### src/rtl/line_raster_engine_pkg.sv
// rtl/line_raster_engine_pkg.sv - shared types and helpers for the line rasteriser
package line_raster_pkg;

  localparam int DEF_COORD_W   = 10;
  localparam int DEF_COLOR_W   = 8;
  localparam int DEF_PATTERN_W = 8;

  typedef enum logic [1:0] {
    IDLE,
    SETUP,
    RUN,
    DONE
  } state_t;

  // Default-width views of a coordinate and of the signed error term (two guard bits)
  typedef logic [DEF_COORD_W-1:0]        coord_t;
  typedef logic signed [DEF_COORD_W+1:0] err_t;

  // Width of the dash-pattern index; never zero so a 1-pixel pattern still has a register
  function automatic int idx_width(input int n);
    return (n > 1) ? $clog2(n) : 1;
  endfunction

endpackage

### src/rtl/line_raster_engine_if.sv
// rtl/line_raster_engine_if.sv - command and pixel-stream bundle for the line rasteriser
interface line_raster_engine_if #(
  parameter int COORD_W   = 10,
  parameter int COLOR_W   = 8,
  parameter int PATTERN_W = 8
);

  logic                 start;
  logic                 abort;
  logic [COORD_W-1:0]   x0;
  logic [COORD_W-1:0]   y0;
  logic [COORD_W-1:0]   x1;
  logic [COORD_W-1:0]   y1;
  logic [COLOR_W-1:0]   color;
  logic [PATTERN_W-1:0] pattern;
  logic                 busy;
  logic                 pix_valid;
  logic                 pix_ready;
  logic [COORD_W-1:0]   pix_x;
  logic [COORD_W-1:0]   pix_y;
  logic [COLOR_W-1:0]   pix_color;
  logic                 pix_last;
  logic                 done;

  modport master (
    output start, abort, x0, y0, x1, y1, color, pattern, pix_ready,
    input  busy, pix_valid, pix_x, pix_y, pix_color, pix_last, done
  );

  modport slave (
    input  start, abort, x0, y0, x1, y1, color, pattern, pix_ready,
    output busy, pix_valid, pix_x, pix_y, pix_color, pix_last, done
  );

endinterface

### src/rtl/line_raster_engine_step.sv
// rtl/line_raster_engine_step.sv - one combinational Bresenham step and endpoint test
module line_step #(
  parameter int COORD_W = 10
) (
  input  logic signed [COORD_W+1:0] err,
  input  logic signed [COORD_W+1:0] dx,
  input  logic signed [COORD_W+1:0] dy,
  input  logic        [COORD_W-1:0] x,
  input  logic        [COORD_W-1:0] y,
  input  logic        [COORD_W-1:0] x_end,
  input  logic        [COORD_W-1:0] y_end,
  input  logic                      sx_neg,
  input  logic                      sy_neg,
  output logic signed [COORD_W+1:0] err_next,
  output logic        [COORD_W-1:0] x_next,
  output logic        [COORD_W-1:0] y_next,
  output logic                      at_end
);

  localparam logic [COORD_W-1:0] ONE = COORD_W'(1);

  // e2 = 2*err needs one more bit than err; dx/dy are sign-extended to match
  logic signed [COORD_W+2:0] e2;
  logic signed [COORD_W+2:0] dx_w;
  logic signed [COORD_W+2:0] dy_w;

  assign e2     = {err, 1'b0};
  assign dx_w   = {dx[COORD_W+1], dx};
  assign dy_w   = {dy[COORD_W+1], dy};
  assign at_end = (x == x_end) && (y == y_end);

  // Both axis moves may fire together, which produces the diagonal steps
  always_comb begin
    err_next = err;
    x_next   = x;
    y_next   = y;
    if (e2 >= dy_w) begin
      err_next = err_next + dy;
      x_next   = sx_neg ? (x - ONE) : (x + ONE);
    end
    if (e2 <= dx_w) begin
      err_next = err_next + dx;
      y_next   = sy_neg ? (y - ONE) : (y + ONE);
    end
  end

endmodule

### src/rtl/line_raster_engine.sv
// rtl/line_raster_engine.sv - Bresenham line rasteriser with backpressure, dash pattern and abort
module line_raster_engine
  import line_raster_pkg::*;
#(
  parameter int COORD_W   = DEF_COORD_W,
  parameter int COLOR_W   = DEF_COLOR_W,
  parameter int PATTERN_W = DEF_PATTERN_W
) (
  input logic                 Clk,
  input logic                 Reset,
  line_raster_engine_if.slave bus
);

  localparam int ERR_W = COORD_W + 2;
  localparam int IDX_W = idx_width(PATTERN_W);
  localparam logic [IDX_W-1:0] IDX_LAST = IDX_W'(PATTERN_W - 1);
  localparam logic [IDX_W-1:0] IDX_ONE  = IDX_W'(1);

  state_t state, state_next;

  logic [COORD_W-1:0]      cur_x, cur_y, end_x, end_y;
  logic [COORD_W-1:0]      x_next, y_next;
  logic [COORD_W-1:0]      dx_abs, dy_abs;
  logic [COLOR_W-1:0]      color_r;
  logic [PATTERN_W-1:0]    pattern_r;
  logic signed [ERR_W-1:0] dx_r, dy_r, err_r, err_next;
  logic                    sx_neg, sy_neg;
  logic [IDX_W-1:0]        idx_r;
  logic                    at_end;
  logic                    draw_bit;
  logic                    accept, step;
  logic                    busy_c, done_c, pix_valid_c;

  // At SETUP cur_x/cur_y still hold the start point, so the deltas come straight from the registers
  assign dx_abs   = (end_x >= cur_x) ? (end_x - cur_x) : (cur_x - end_x);
  assign dy_abs   = (end_y >= cur_y) ? (end_y - cur_y) : (cur_y - end_y);
  assign draw_bit = pattern_r[idx_r];

  line_step #(
    .COORD_W (COORD_W)
  ) u_step (
    .err      (err_r),
    .dx       (dx_r),
    .dy       (dy_r),
    .x        (cur_x),
    .y        (cur_y),
    .x_end    (end_x),
    .y_end    (end_y),
    .sx_neg   (sx_neg),
    .sy_neg   (sy_neg),
    .err_next (err_next),
    .x_next   (x_next),
    .y_next   (y_next),
    .at_end   (at_end)
  );

  // State register
  always_ff @(posedge Clk) begin
    if (!Reset) begin
      state <= IDLE;
    end else begin
      state <= state_next;
    end
  end

  // Next state and handshake decode; abort masks pix_valid so an aborted pixel never transfers
  always_comb begin
    state_next  = state;
    accept      = 1'b0;
    step        = 1'b0;
    busy_c      = 1'b0;
    done_c      = 1'b0;
    pix_valid_c = 1'b0;
    case (state)
      IDLE: begin
        if (bus.start) begin
          accept     = 1'b1;
          busy_c     = 1'b1;
          state_next = SETUP;
        end
      end
      SETUP: begin
        busy_c     = 1'b1;
        state_next = bus.abort ? IDLE : RUN;
      end
      RUN: begin
        busy_c      = 1'b1;
        pix_valid_c = draw_bit && !bus.abort;
        if (bus.abort) begin
          state_next = IDLE;
        end else if (!draw_bit || bus.pix_ready) begin
          step = 1'b1;
          if (at_end) begin
            state_next = DONE;
          end
        end
      end
      DONE: begin
        done_c     = !bus.abort;
        state_next = IDLE;
      end
      default: state_next = IDLE;
    endcase
  end

  // Line context: captured on accept, deltas set up once, then walked one step per advance
  always_ff @(posedge Clk) begin
    if (!Reset) begin
      cur_x     <= '0;
      cur_y     <= '0;
      end_x     <= '0;
      end_y     <= '0;
      color_r   <= '0;
      pattern_r <= '0;
      dx_r      <= '0;
      dy_r      <= '0;
      err_r     <= '0;
      sx_neg    <= 1'b0;
      sy_neg    <= 1'b0;
      idx_r     <= '0;
    end else begin
      if (accept) begin
        cur_x     <= bus.x0;
        cur_y     <= bus.y0;
        end_x     <= bus.x1;
        end_y     <= bus.y1;
        color_r   <= bus.color;
        pattern_r <= bus.pattern;
      end
      if (state == SETUP) begin
        dx_r   <= $signed({2'b00, dx_abs});
        dy_r   <= -$signed({2'b00, dy_abs});
        err_r  <= $signed({2'b00, dx_abs}) - $signed({2'b00, dy_abs});
        sx_neg <= (end_x < cur_x);
        sy_neg <= (end_y < cur_y);
        idx_r  <= '0;
      end
      if (step && !at_end) begin
        cur_x <= x_next;
        cur_y <= y_next;
        err_r <= err_next;
        idx_r <= (idx_r == IDX_LAST) ? '0 : (idx_r + IDX_ONE);
      end
    end
  end

  assign bus.busy      = busy_c;
  assign bus.done      = done_c;
  assign bus.pix_valid = pix_valid_c;
  assign bus.pix_last  = pix_valid_c && at_end;
  assign bus.pix_x     = cur_x;
  assign bus.pix_y     = cur_y;
  assign bus.pix_color = color_r;

endmodule
### src/flat_wrapper.sv
// flat-port wrapper written by rule: the top's interface ports become plain ports
module line_raster_engine_flat import line_raster_pkg::*;
#(
  parameter int COORD_W   = DEF_COORD_W,
  parameter int COLOR_W   = DEF_COLOR_W,
  parameter int PATTERN_W = DEF_PATTERN_W
)
  (Clk, Reset, bus_start, bus_abort, bus_x0, bus_y0, bus_x1, bus_y1, bus_color, bus_pattern, bus_pix_ready, bus_busy, bus_pix_valid, bus_pix_x, bus_pix_y, bus_pix_color, bus_pix_last, bus_done);
  line_raster_engine_if #(.COORD_W(COORD_W), .COLOR_W(COLOR_W), .PATTERN_W(PATTERN_W)) bus_i ();
  input logic Clk;
  input logic Reset;
  input wire logic [$bits(bus_i.start)-1:0] bus_start;
  input wire logic [$bits(bus_i.abort)-1:0] bus_abort;
  input wire logic [$bits(bus_i.x0)-1:0] bus_x0;
  input wire logic [$bits(bus_i.y0)-1:0] bus_y0;
  input wire logic [$bits(bus_i.x1)-1:0] bus_x1;
  input wire logic [$bits(bus_i.y1)-1:0] bus_y1;
  input wire logic [$bits(bus_i.color)-1:0] bus_color;
  input wire logic [$bits(bus_i.pattern)-1:0] bus_pattern;
  input wire logic [$bits(bus_i.pix_ready)-1:0] bus_pix_ready;
  output wire logic [$bits(bus_i.busy)-1:0] bus_busy;
  output wire logic [$bits(bus_i.pix_valid)-1:0] bus_pix_valid;
  output wire logic [$bits(bus_i.pix_x)-1:0] bus_pix_x;
  output wire logic [$bits(bus_i.pix_y)-1:0] bus_pix_y;
  output wire logic [$bits(bus_i.pix_color)-1:0] bus_pix_color;
  output wire logic [$bits(bus_i.pix_last)-1:0] bus_pix_last;
  output wire logic [$bits(bus_i.done)-1:0] bus_done;
  assign bus_i.start = bus_start;
  assign bus_i.abort = bus_abort;
  assign bus_i.x0 = bus_x0;
  assign bus_i.y0 = bus_y0;
  assign bus_i.x1 = bus_x1;
  assign bus_i.y1 = bus_y1;
  assign bus_i.color = bus_color;
  assign bus_i.pattern = bus_pattern;
  assign bus_i.pix_ready = bus_pix_ready;
  assign bus_busy = bus_i.busy;
  assign bus_pix_valid = bus_i.pix_valid;
  assign bus_pix_x = bus_i.pix_x;
  assign bus_pix_y = bus_i.pix_y;
  assign bus_pix_color = bus_i.pix_color;
  assign bus_pix_last = bus_i.pix_last;
  assign bus_done = bus_i.done;
  line_raster_engine #(.COORD_W(COORD_W), .COLOR_W(COLOR_W), .PATTERN_W(PATTERN_W)) u_core (.Clk(Clk), .Reset(Reset), .bus(bus_i));
endmodule
### config.mk
export PLATFORM = sky130hd
export DESIGN_NAME = line_raster_engine_flat
export DESIGN_NICKNAME = d
export VERILOG_FILES = /design/src/rtl/line_raster_engine_pkg.sv /design/src/rtl/line_raster_engine_if.sv /design/src/rtl/line_raster_engine_step.sv /design/src/rtl/line_raster_engine.sv /design/src/flat_wrapper.sv
export SDC_FILE = /design/constraint.sdc
export NUM_CORES = 1
export LEC_CHECK = 0
export ABC_AREA = 1
export CORE_ASPECT_RATIO = 1.25
export CORE_MARGIN = 10
export CORE_UTILIZATION = 64
export CTS_CLUSTER_DIAMETER = 100
export CTS_CLUSTER_SIZE = 10
export DETAILED_ROUTE_END_ITERATION = 12
export HOLD_SLACK_MARGIN = 0.02
export PLACE_DENSITY = 0.88
export RECOVER_POWER = 25
export SYNTH_ARGS = -nofsm -noshare
export SYNTH_HDL_FRONTEND = slang
export SYNTH_HIERARCHICAL = 1
export SYNTH_SLANG_ARGS = --single-unit
export TNS_END_PERCENT = 1
### constraint.sdc
create_clock -name Clk -period 5.1 [get_ports Clk]
set_clock_uncertainty 0.1 [all_clocks]
set_input_delay 1.275 -clock Clk [delete_from_list [all_inputs] [get_ports Clk]]
set_output_delay 1.275 -clock Clk [all_outputs]
set_load 0.1 [all_outputs]
After elaboration in Yosys (flattened, before gate mapping):

Index checks and enable logic that the tools add are counted.

* register bits: 97
* input port bits: 61

* multiplexer cells: 33
* order comparisons: 7
* equal/unequal tests: 11
* $add $sub $neg: 13
* reduce and logical (&&, ||, !) cells: 15

Operators by type and width (count)
* two-way mux 10 bit: 10
* two-way mux 12 bit: 4
* subtractor 10 bit: 4
* adder 10 x 1 -> 10 bit (second input constant): 2
* equality test 10 bit: 2
* >= comparator 10 bit: 2
* < comparator 10 bit: 2
* subtractor 10 x 1 -> 10 bit (second input constant): 2
* >= comparator 13 x 12 -> 1 bit: 1
* <= comparator 13 x 11 -> 1 bit: 1
* adder 12 x 11 -> 12 bit: 1
* adder 12 bit: 1
* negator 10 -> 12 bit: 1
* subtractor 10 x 10 -> 11 bit: 1
* two-way mux 2 bit: 5
* two-way mux 3 bit: 3
* two-way mux 1 bit: 8
* one-hot mux 2 bit (4 select lines): 1
* != test 2 bit (second input constant): 3
* != test 3 x 2 -> 1 bit (second input constant): 2
* equality test 2 bit (second input constant): 2
* logical AND 1 bit: 4
* < comparator 3 x 4 -> 1 bit (second input constant): 1
* AND reduction 2 bit: 2
* 11 further kinds: 14

Depth between registers and ports, before layout:

Gate-level depths: netlist (run 1).

* depth in word-level cells: 10
* depth in mapped cells: 30
* gate-level depth less buffers: 29

Modules after synthesis:

Netlist (run 1), hierarchy kept.

Modules (own cells, without submodules)
* line_raster_engine: area an instance 6611.3 µm², times used 1, seq. area each 1941.9 µm², cells each 957
* line_step: area an instance 3334.4 µm², times used 1, seq. area each 0.0 µm², cells each 567

Least setup slack after synthesis (run 1):

Ideal clock, no wire load.

* kind: input -> output
* start point: input port bus_start
* end point: output port bus_busy
* arrival: 3.294 ns
* setup slack: 0.431 ns
* stages on the path: 6
* data required time: 3.725 ns
* path through: nand2_1 > inv_1 > clkbuf_1 > clkbuf_1 > nor2_1 > nor2_1

* longest elaborated chain between the ends: 2

Ends and longest elaborated chain
* start: declaration: line flat_wrapper.sv:12 `input wire logic [$bits(bus_i.start)-1:0] bus_start;`
* two-way mux 1 bit: line line_raster_engine.sv:76 `if (bus.start) begin`
* one-hot mux 1 bit (2 select lines): line line_raster_engine.sv:74 `case (state)`
* end: declaration: line flat_wrapper.sv:21 `output wire logic [$bits(bus_i.busy)-1:0] bus_busy;`

No other way between the ends.

Worst setup path in the final report (run 1):

* start point: register u_core.cur_x[7], in the netlist u_core/bus.pix_x[7]
* end point: register u_core.err_r[9]

* longest elaborated chain between the ends: 5
* elaborated cells between the ends (all ways): 12
* those cells by class: add/sub (3); order compare (1); eq/ne (1); mux (3); reduce/logical (4)

Ends and longest elaborated chain
* start: declaration: line line_raster_engine.sv:21 `logic [COORD_W-1:0] cur_x, cur_y, end_x, end_y;`
* start signal: assignment: line line_raster_engine.sv:123 `cur_x <= bus.x0;`
* start signal: assignment: line line_raster_engine.sv:139 `cur_x <= x_next;`
* >= comparator 10 bit: line line_raster_engine.sv:35 `assign dx_abs = (end_x >= cur_x) ? (end_x - cur_x) : (cur_x - end_x);`
* two-way mux 10 bit: line line_raster_engine.sv:35
* net u_core.dx_abs[4]: line line_raster_engine.sv:23 `logic [COORD_W-1:0] dx_abs, dy_abs;`
* subtractor 10 x 10 -> 11 bit: line line_raster_engine.sv:133 `err_r <= $signed({2'b00, dx_abs}) - $signed({2'b00, dy_abs});`
* two-way mux 12 bit: line line_raster_engine.sv:130 `if (state == SETUP) begin`
* two-way mux 12 bit: line line_raster_engine.sv:138 `if (step && !at_end) begin`
* end signal: assignment: line line_raster_engine.sv:133
* end signal: assignment: line line_raster_engine.sv:141 `err_r <= err_next;`
* end: declaration: line line_raster_engine.sv:26 `logic signed [ERR_W-1:0] dx_r, dy_r, err_r, err_next;`

The timed path passes the listed nets, and every way through them passes these cells. The select of a mux whose other input is x is not followed.
A chain may end at the register's enable or synchronous reset.

==> results.sh, run 1 <==
export IMPL_placed_area_sq_um=10900
export IMPL_yosys_area_share_simple_pct=28.49
export IMPL_path_cells="inv_1 > ha_1 > nand2_1 > nand2_1 > a21oi_4 > nand4_1 > inv_1 > nand2_1 > o21ai_0 > xor2_1 > inv_1 > ha_1 > inv_1 > o21ai_0 > inv_1 > nand2_1 > nand2_1 > nand3_1 > nand2_1 > nand3_1 > nand2_1 > a21oi_1"
export IMPL_final_hold_viol_count=0
export IMPL_synth_area_top_cells="dfxtp_1 20%, ha_1 15%, nand2_1 13%, inv_1 8.5%, nand3_1 6.2%"
export IMPL_grt_setup_unrepaired="false"
export IMPL_powerDensity_nw_per_um2=674.6
export IMPL_fp_row_count=50
export IMPL_overflow=0
export IMPL_synth_most_common_cell="nand2_1"
export IMPL_grt_max_degree=75
export IMPL_hold_class="flip-flop to flip-flop"
export IMPL_io_pin_count=93
export IMPL_slew_viol_final=57
export IMPL_endpoint_kind="flip-flop"
export IMPL_synth_compound_area_share_pct=17.10
export IMPL_drt_first_pass_iters=6
export IMPL_cts_resized=0
export IMPL_critPathLaunchType="flip-flop"
export IMPL_htreeDepth=3
export IMPL_synth_edf_count=0
export IMPL_slew_headroom_pct=-62.41
export IMPL_grt_pass1_vias=10000
export IMPL_synth_area_per_cell_sq_um=6.526
export IMPL_netlist_top_cell_by_area="dfxtp_1"
export IMPL_cp_max_fo=12
export IMPL_multi_input_area_sq_um=6873
export IMPL_finalWirelength_microns=29370
export IMPL_final_min_clock_period_ns=4.179
export IMPL_irDropWorstVdd_mv=0.3895
export IMPL_vias_per_cell=5.751
export IMPL_synth_area_sq_um=9946
export IMPL_initial_utilization_pct=65.69
export IMPL_synthArstFlopShare_pct=0
export IMPL_drc=0
export IMPL_critPathBufInv=5
export IMPL_synth_xor_area_share_pct=6.479
export IMPL_clkSlewWorstSetupHoldPaths_ns=0.07
export IMPL_drive_gt1_share_pct=4.520
export IMPL_cp_required_ns=5.27
export IMPL_clkSinkCount=97
export IMPL_cpPeakStageDelay_ns=0.51
export IMPL_total_power_mw=7.559
export IMPL_synthAdderAreaFrac_pct=16.45
export IMPL_arrival_ns=4.35
export IMPL_drt_iter0_drc=621
export IMPL_drv_cap=1
export IMPL_clkLatencyLatePin_ns=0.36
export IMPL_cts_buffer_depth=2
export IMPL_cts_tree="yes"
export IMPL_status="complete, but fails checks"
export IMPL_die_h_microns=159.4
export IMPL_worstMarginPinSlew_ns=2.436
export IMPL_ys_flop_type="dfxtp_1"
export IMPL_tns_ns=0
export IMPL_nets=1775
export IMPL_yosysWarnings=6
export IMPL_power_leakage_nw=5.490
export IMPL_setup_violations=0
export IMPL_cpMostUsedCell="nand2_1"
export IMPL_finalCritPeriodShare_pct=81.95
export IMPL_synth_top_family_by_area="simple AND/OR/NAND/NOR gates"
export IMPL_fin_area_sq_um=11210
export IMPL_synth_mux_area_share_pct=0.4026
export IMPL_post_cts_buffers=0
export IMPL_io_buffer_count=92
export IMPL_num_vias=10360
export IMPL_synth_distinct_cells=59
export IMPL_cts_buffers=9
export IMPL_synth_cells=1524
export IMPL_postCtsHoldBufs=0
export IMPL_crit_slowest_cell="dfxtp_1"
export IMPL_violations="max-capacitance violations, max-slew violations"
export IMPL_ys_ff_latch=97
export IMPL_grt_usage_pct=26.75
export IMPL_seq_area_frac_synth_pct=19.52
export IMPL_path_delay_family="simple AND/OR/NAND/NOR gates"
export IMPL_clock_root_buffer="clkbuf_16"
export IMPL_die_width_microns=131.5
export IMPL_dieArea_sq_um=20960
export IMPL_fill_cells=1286
export IMPL_areaGrowthSynthToFinish_pct=12.67
export IMPL_crit_type="flip-flop to flip-flop"
export IMPL_regArea_sq_um=1942
export IMPL_place_congestion=1.025
export IMPL_grt_antenna_before_repair=0
export IMPL_hold_worst_slack_ns=0.3894
export IMPL_synth_common_cells="340 x nand2_1, 224 x inv_1, 123 x nand3_1"
export IMPL_max_freq_mhz=239.3
export IMPL_insertedDiodeCount=0
export IMPL_coreArea_sq_um=15140
export IMPL_hpwl_microns=22780
export IMPL_synth_top_area_share_pct=19.52
export IMPL_ant_nets=0
export IMPL_wl_per_cell_microns=16.31
export IMPL_grt_pass1_wl_microns=47440
[final cells by class]
cell class                 count  area share [%]
clock buffer                   9           2.010
tap                          208           2.322
multi-input combinational   1154           61.33
clock inverter                 7          0.7481
sequential                    97           17.33
timing repair buffer         100           8.687
inverter                     226           7.570
[kinds of logic (layout without fill, tap and decap cells)]
kind of cell,after synthesis,in the layout
AOI/OAI and AO/OA,297,297
xor gates and xnor gates,71,71
adders and majority gates,126,126
buffers and inverters,276,342
DFF,97,97
muxes,4,4
other,1,4
and+or+nand+nor,652,652
[metal layers]
layer / share of wire (%) / routed length, microns / global-route usage (%)
met1: 39 / 11320 / 28.43
met2: 50 / 14580 / 48.30
met3: 7.1 / 2095 / 5.580
met4: 4.7 / 1378 / 14.24
met5: 0 / 0 / 0
[report_power, final]
group          internal [mW]  switching (mW)
Combinational           1.94            3.75
Clock                  0.391           0.339
Sequential             0.920           0.222
[state kept, by name, summed over array words and instances, names as in the netlist]
| name | count |
|---|---|
| u_core/bus.pix_color | 8 |
| u_core/bus.pix_y | 10 |
| u_core/dx_r | 10 |
| u_core/dy_r | 12 |
| u_core/state | 2 |
| u_core/sx_neg | 1 |
| u_core/pattern_r | 8 |
| u_core/err_r | 12 |
| u_core/end_x | 10 |
| u_core/idx_r | 3 |
| u_core/sy_neg | 1 |
| u_core/end_y | 10 |
| u_core/bus.pix_x | 10 |
[placed cells by master (no fill, tap or decap), drive strengths merged, types with 9 or more instances in the layout]
cell type        n
nand2          351
a31oi           28
clkbuf          11
a21oi          116
xnor2           26
clkdlybuf4s50   87
nand4           22
nand3          127
dfxtp           97
o21ai          103
buf             11
ha             118
inv            228
nor3             9
nor2           126
xor2            45
o211ai          13
[final timing paths]
check,start,to,slack [ns],cells after the start
worst max-delay path,u_core/bus.pix_x[7],u_core/err_r[9],0.92,22
worst min-delay path,u_core/pattern_r[2],u_core/pattern_r[2],0.39,2
worst max register to register,u_core/bus.pix_x[7],u_core/err_r[9],0.92,22
worst min register to register,u_core/pattern_r[2],u_core/pattern_r[2],0.39,2
[per-stage QoR]
step	std cells	util [%]	setup slack [ns]
floorplan	1527	-	0.4307
global placement	1785	72.01	1.059
detailed placement	1785	72.01	0.9902
CTS	1801	74.05	0.9809
global route	1801	74.02	0.5261
finish	1801	74.02	0.9206
[worst reg2reg max path, delay by kind of cell, from the launching register on]
family                   cells  cell delay [ns]
AND/OR/NAND/NOR             10             1.13
AO/OA/AOI/OAI                4             0.75
adder cells (fa/ha/maj)      2             0.73
buffers and inverters        5             0.67
flip-flops                   1             0.51
XOR/XNOR                     1             0.20
Note: power is estimated with default switching activity, not from simulation.
==> run 2: changes to the inputs <==
--- a/config.mk
+++ b/config.mk
@@ -8,12 +8,12 @@
 export ABC_AREA = 1
 export CORE_ASPECT_RATIO = 1.25
 export CORE_MARGIN = 10
-export CORE_UTILIZATION = 64
+export CORE_UTILIZATION = 60
 export CTS_CLUSTER_DIAMETER = 100
 export CTS_CLUSTER_SIZE = 10
 export DETAILED_ROUTE_END_ITERATION = 12
 export HOLD_SLACK_MARGIN = 0.02
-export PLACE_DENSITY = 0.88
+export PLACE_DENSITY = 0.83
 export RECOVER_POWER = 25
 export SYNTH_ARGS = -nofsm -noshare
 export SYNTH_HDL_FRONTEND = slang
==> constraint.sdc (replaced) <==
create_clock -name Clk -period 4.3 [get_ports Clk]
set_clock_uncertainty 0.1 [all_clocks]
set_input_delay 1.075 -clock Clk [delete_from_list [all_inputs] [get_ports Clk]]
set_output_delay 1.075 -clock Clk [all_outputs]
set_load 0.1 [all_outputs]
==> run 2 against run 1 <==
  * Sequential power increased by 16%
  * Wire length increased by 1.2%
  * Critical path type unchanged
  * The run still ends with max-capacitance violations, max-slew violations left
  * Fmax increased by 5.7%
  * Total power increased by 19%
  * Setup slack got worse by 0.57 ns
  * Critical path depth decreased by 3
  * Largest cell class unchanged
  * Combinational power increased by 20%
==> results.sh, run 2 (synthesis gave the netlist of run 1 again) <==
export IMPL_most_common_layout_cells="339 x nand2_1, 223 x inv_1, 123 x nand3_1"
export IMPL_fill_cells=1432
export IMPL_grt_pass1_wl_microns=47250
export IMPL_cp_max_fo=16
export IMPL_hold_class="flip-flop to flip-flop"
export IMPL_io_buffer_count=92
export IMPL_path_cells="inv_1 > ha_1 > nand2_1 > nor2_1 > nand3_2 > nand4_4 > nor2_1 > a21oi_1 > o21ai_1 > xor2_1 > inv_1 > ha_1 > a21oi_1 > a21boi_0 > nand2_1 > nand2_1 > nand3_1 > nand2_1 > a21oi_1"
export IMPL_ant_nets=0
export IMPL_clkLatencyLatePin_ns=0.36
export IMPL_cp_required_ns=4.42
export IMPL_worstMarginPinSlew_ns=1.773
export IMPL_tns_ns=0
export IMPL_cts_tree="yes"
export IMPL_max_freq_mhz=252.9
export IMPL_drv_cap=1
export IMPL_drt_first_pass_iters=5
export IMPL_min_from="u_core/bus.pix_color[7]"
export IMPL_r2r_end="u_core/err_r[7]"
export IMPL_crit_slowest_cell="dfxtp_1"
export IMPL_critPathLaunchType="flip-flop"
export IMPL_crit_type="flip-flop to flip-flop"
export IMPL_cts_buffer_depth=2
export IMPL_io_pin_count=93
export IMPL_irDropWorstVdd_mv=0.3770
export IMPL_clkSinkCount=97
export IMPL_rrSetupSlack_ns=0.35
export IMPL_vias_per_cell=5.549
export IMPL_place_congestion=1.008
export IMPL_grt_setup_unrepaired="false"
export IMPL_finalCritPeriodShare_pct=91.95
export IMPL_cpPeakStageDelay_ns=0.50
export IMPL_wl_per_cell_microns=16.22
export IMPL_clock_root_buffer="clkbuf_16"
export IMPL_hold_path_depth=2
export IMPL_grt_max_degree=75
export IMPL_num_vias=10170
export IMPL_reg_top3="u_core/dy_r: 12 flops, u_core/err_r: 12 flops"
export IMPL_setup_violations=0
export IMPL_total_power_mw=8.990
export IMPL_die_width_microns=135.2
export IMPL_rr_worst_depth=19
export IMPL_drt_iter0_drc=652
export IMPL_slew_headroom_pct=-18.18
export IMPL_grt_antenna_before_repair=0
export IMPL_insertedDiodeCount=0
export IMPL_final_min_clock_period_ns=3.954
export IMPL_power_leakage_nw=5.602
export IMPL_htreeDepth=3
export IMPL_drive_gt1_share_pct=5.813
export IMPL_coreArea_sq_um=16270
export IMPL_clkSlewWorstSetupHoldPaths_ns=0.07
export IMPL_fp_row_count=52
export IMPL_arrival_ns=4.08
export IMPL_dieArea_sq_um=22160
export IMPL_endpoint_kind="flip-flop"
export IMPL_grt_pass1_vias=9668
export IMPL_finalWirelength_microns=29730
export IMPL_final_hold_viol_count=0
export IMPL_overflow=0
export IMPL_nets=1799
export IMPL_cts_buffers=9
export IMPL_drc=0
export IMPL_status="complete, but fails checks"
export IMPL_violations="max-capacitance violations, max-slew violations"
export IMPL_grt_usage_pct=26.21
export IMPL_slew_viol_final=40
export IMPL_hpwl_microns=23590
export IMPL_r2r_start="u_core/bus.pix_y[3]"
export IMPL_areaGrowthSynthToFinish_pct=14.52
export IMPL_initial_utilization_pct=61.15
export IMPL_holdPathEnd="u_core/bus.pix_color[7]"
export IMPL_cpMostUsedCell="nand2_1"
export IMPL_die_h_microns=163.9
export IMPL_layout_commonest_cell="nand2_1"
export IMPL_powerDensity_nw_per_um2=789.3
-- run 2: cell types whose count changed in the layout (fill, tap and decap cells not counted), sizes merged --
cell / change
inv: -3
clkdlybuf4s50: -1
clkinv: +1
clkinvlp: +1
buf: +22
clkbuf: +3
dlygate4sd3: +1
-- run 2: critical path, delay by kind of cell, from the launching register on --
family | cells | cell delay (ns)
and+or+nand+nor | 9 | 1.10
adders and majority gates | 2 | 0.82
AOI/OAI and AO/OA | 5 | 0.73
DFF | 1 | 0.50
xor gates and xnor gates | 1 | 0.29
buffers and inverters | 2 | 0.26
-- run 2: where the power goes --
| part | internal, mW | switching (mW) |
|---|---|---|
| registers | 1.09 | 0.230 |
| logic | 2.42 | 4.41 |
| clock network | 0.454 | 0.382 |
| total | 3.97 | 5.02 |
-- run 2: area by class of cell --
class                   count  area [sq um]  share of cell area [%]
clock buffers              10         229.0                   2.010
repair buffers            124          1160                   10.18
clock inverters             6         67.56                  0.5932
well taps                 216         270.3                   2.373
inverters                 226         848.3                   7.448
multi-input cells        1154          6873                   60.34
flip-flops and latches     97          1942                   17.05
-- run 2: metrics by stage --
step	hold slack, ns	cell area, sq um	util (%)	cells	setup slack, ns
CTS	0.3889	11360	69.82	1827	0.3618
detailed placement	0.3719	11060	67.99	1811	0.3887
finish	0.3826	11390	70.02	1833	0.3460
global placement	0.3618	11060	67.99	1811	0.4795
global route	0.4076	11390	70.02	1833	0.001514
floorplan	0.3495	9957	-	1527	0.03068
-- run 2: worst max-delay path by stage --
stage | start | end | slack, ns | cells past startpoint
5_1_grt | u_core/bus.pix_y[4] | u_core/err_r[9] | 0.002 | 22
3_5_place_dp | u_core/bus.pix_x[0] | u_core/err_r[9] | 0.39 | 19
3_3_place_gp | u_core/bus.pix_x[8] | u_core/err_r[9] | 0.48 | 21
4_1_cts | u_core/bus.pix_x[8] | u_core/err_r[9] | 0.36 | 20
2_1_floorplan | bus_start | bus_busy | 0.03 | 6
6_report | u_core/bus.pix_y[3] | u_core/err_r[7] | 0.35 | 19
-- run 2: repair_timing --
action	4_1_cts	5_1_grt
endpoints found under the setup margin	0	1
resized for setup	0	0
setup buffers	0	6
hold buffers	0	0
-- run 2: metal layers --
layer | up-vias | global-route usage, % | share of wire [%]
met5 | - | 0 | 0
met4 | 0 | 15.98 | 5.6
met3 | 95 | 4.370 | 5.5
met2 | 347 | 45.98 | 49
met1 | 4572 | 28.91 | 40
li1 | 5158 | - | -
==> run 3: changes to the inputs <==
--- a/config.mk
+++ b/config.mk
@@ -6,6 +6,7 @@
 export NUM_CORES = 1
 export LEC_CHECK = 0
 export ABC_AREA = 1
+export CAP_MARGIN = 10
 export CORE_ASPECT_RATIO = 1.25
 export CORE_MARGIN = 10
 export CORE_UTILIZATION = 60
==> results of run 3 <==
Final layout, timing and power as in run 2 (identical DEF).
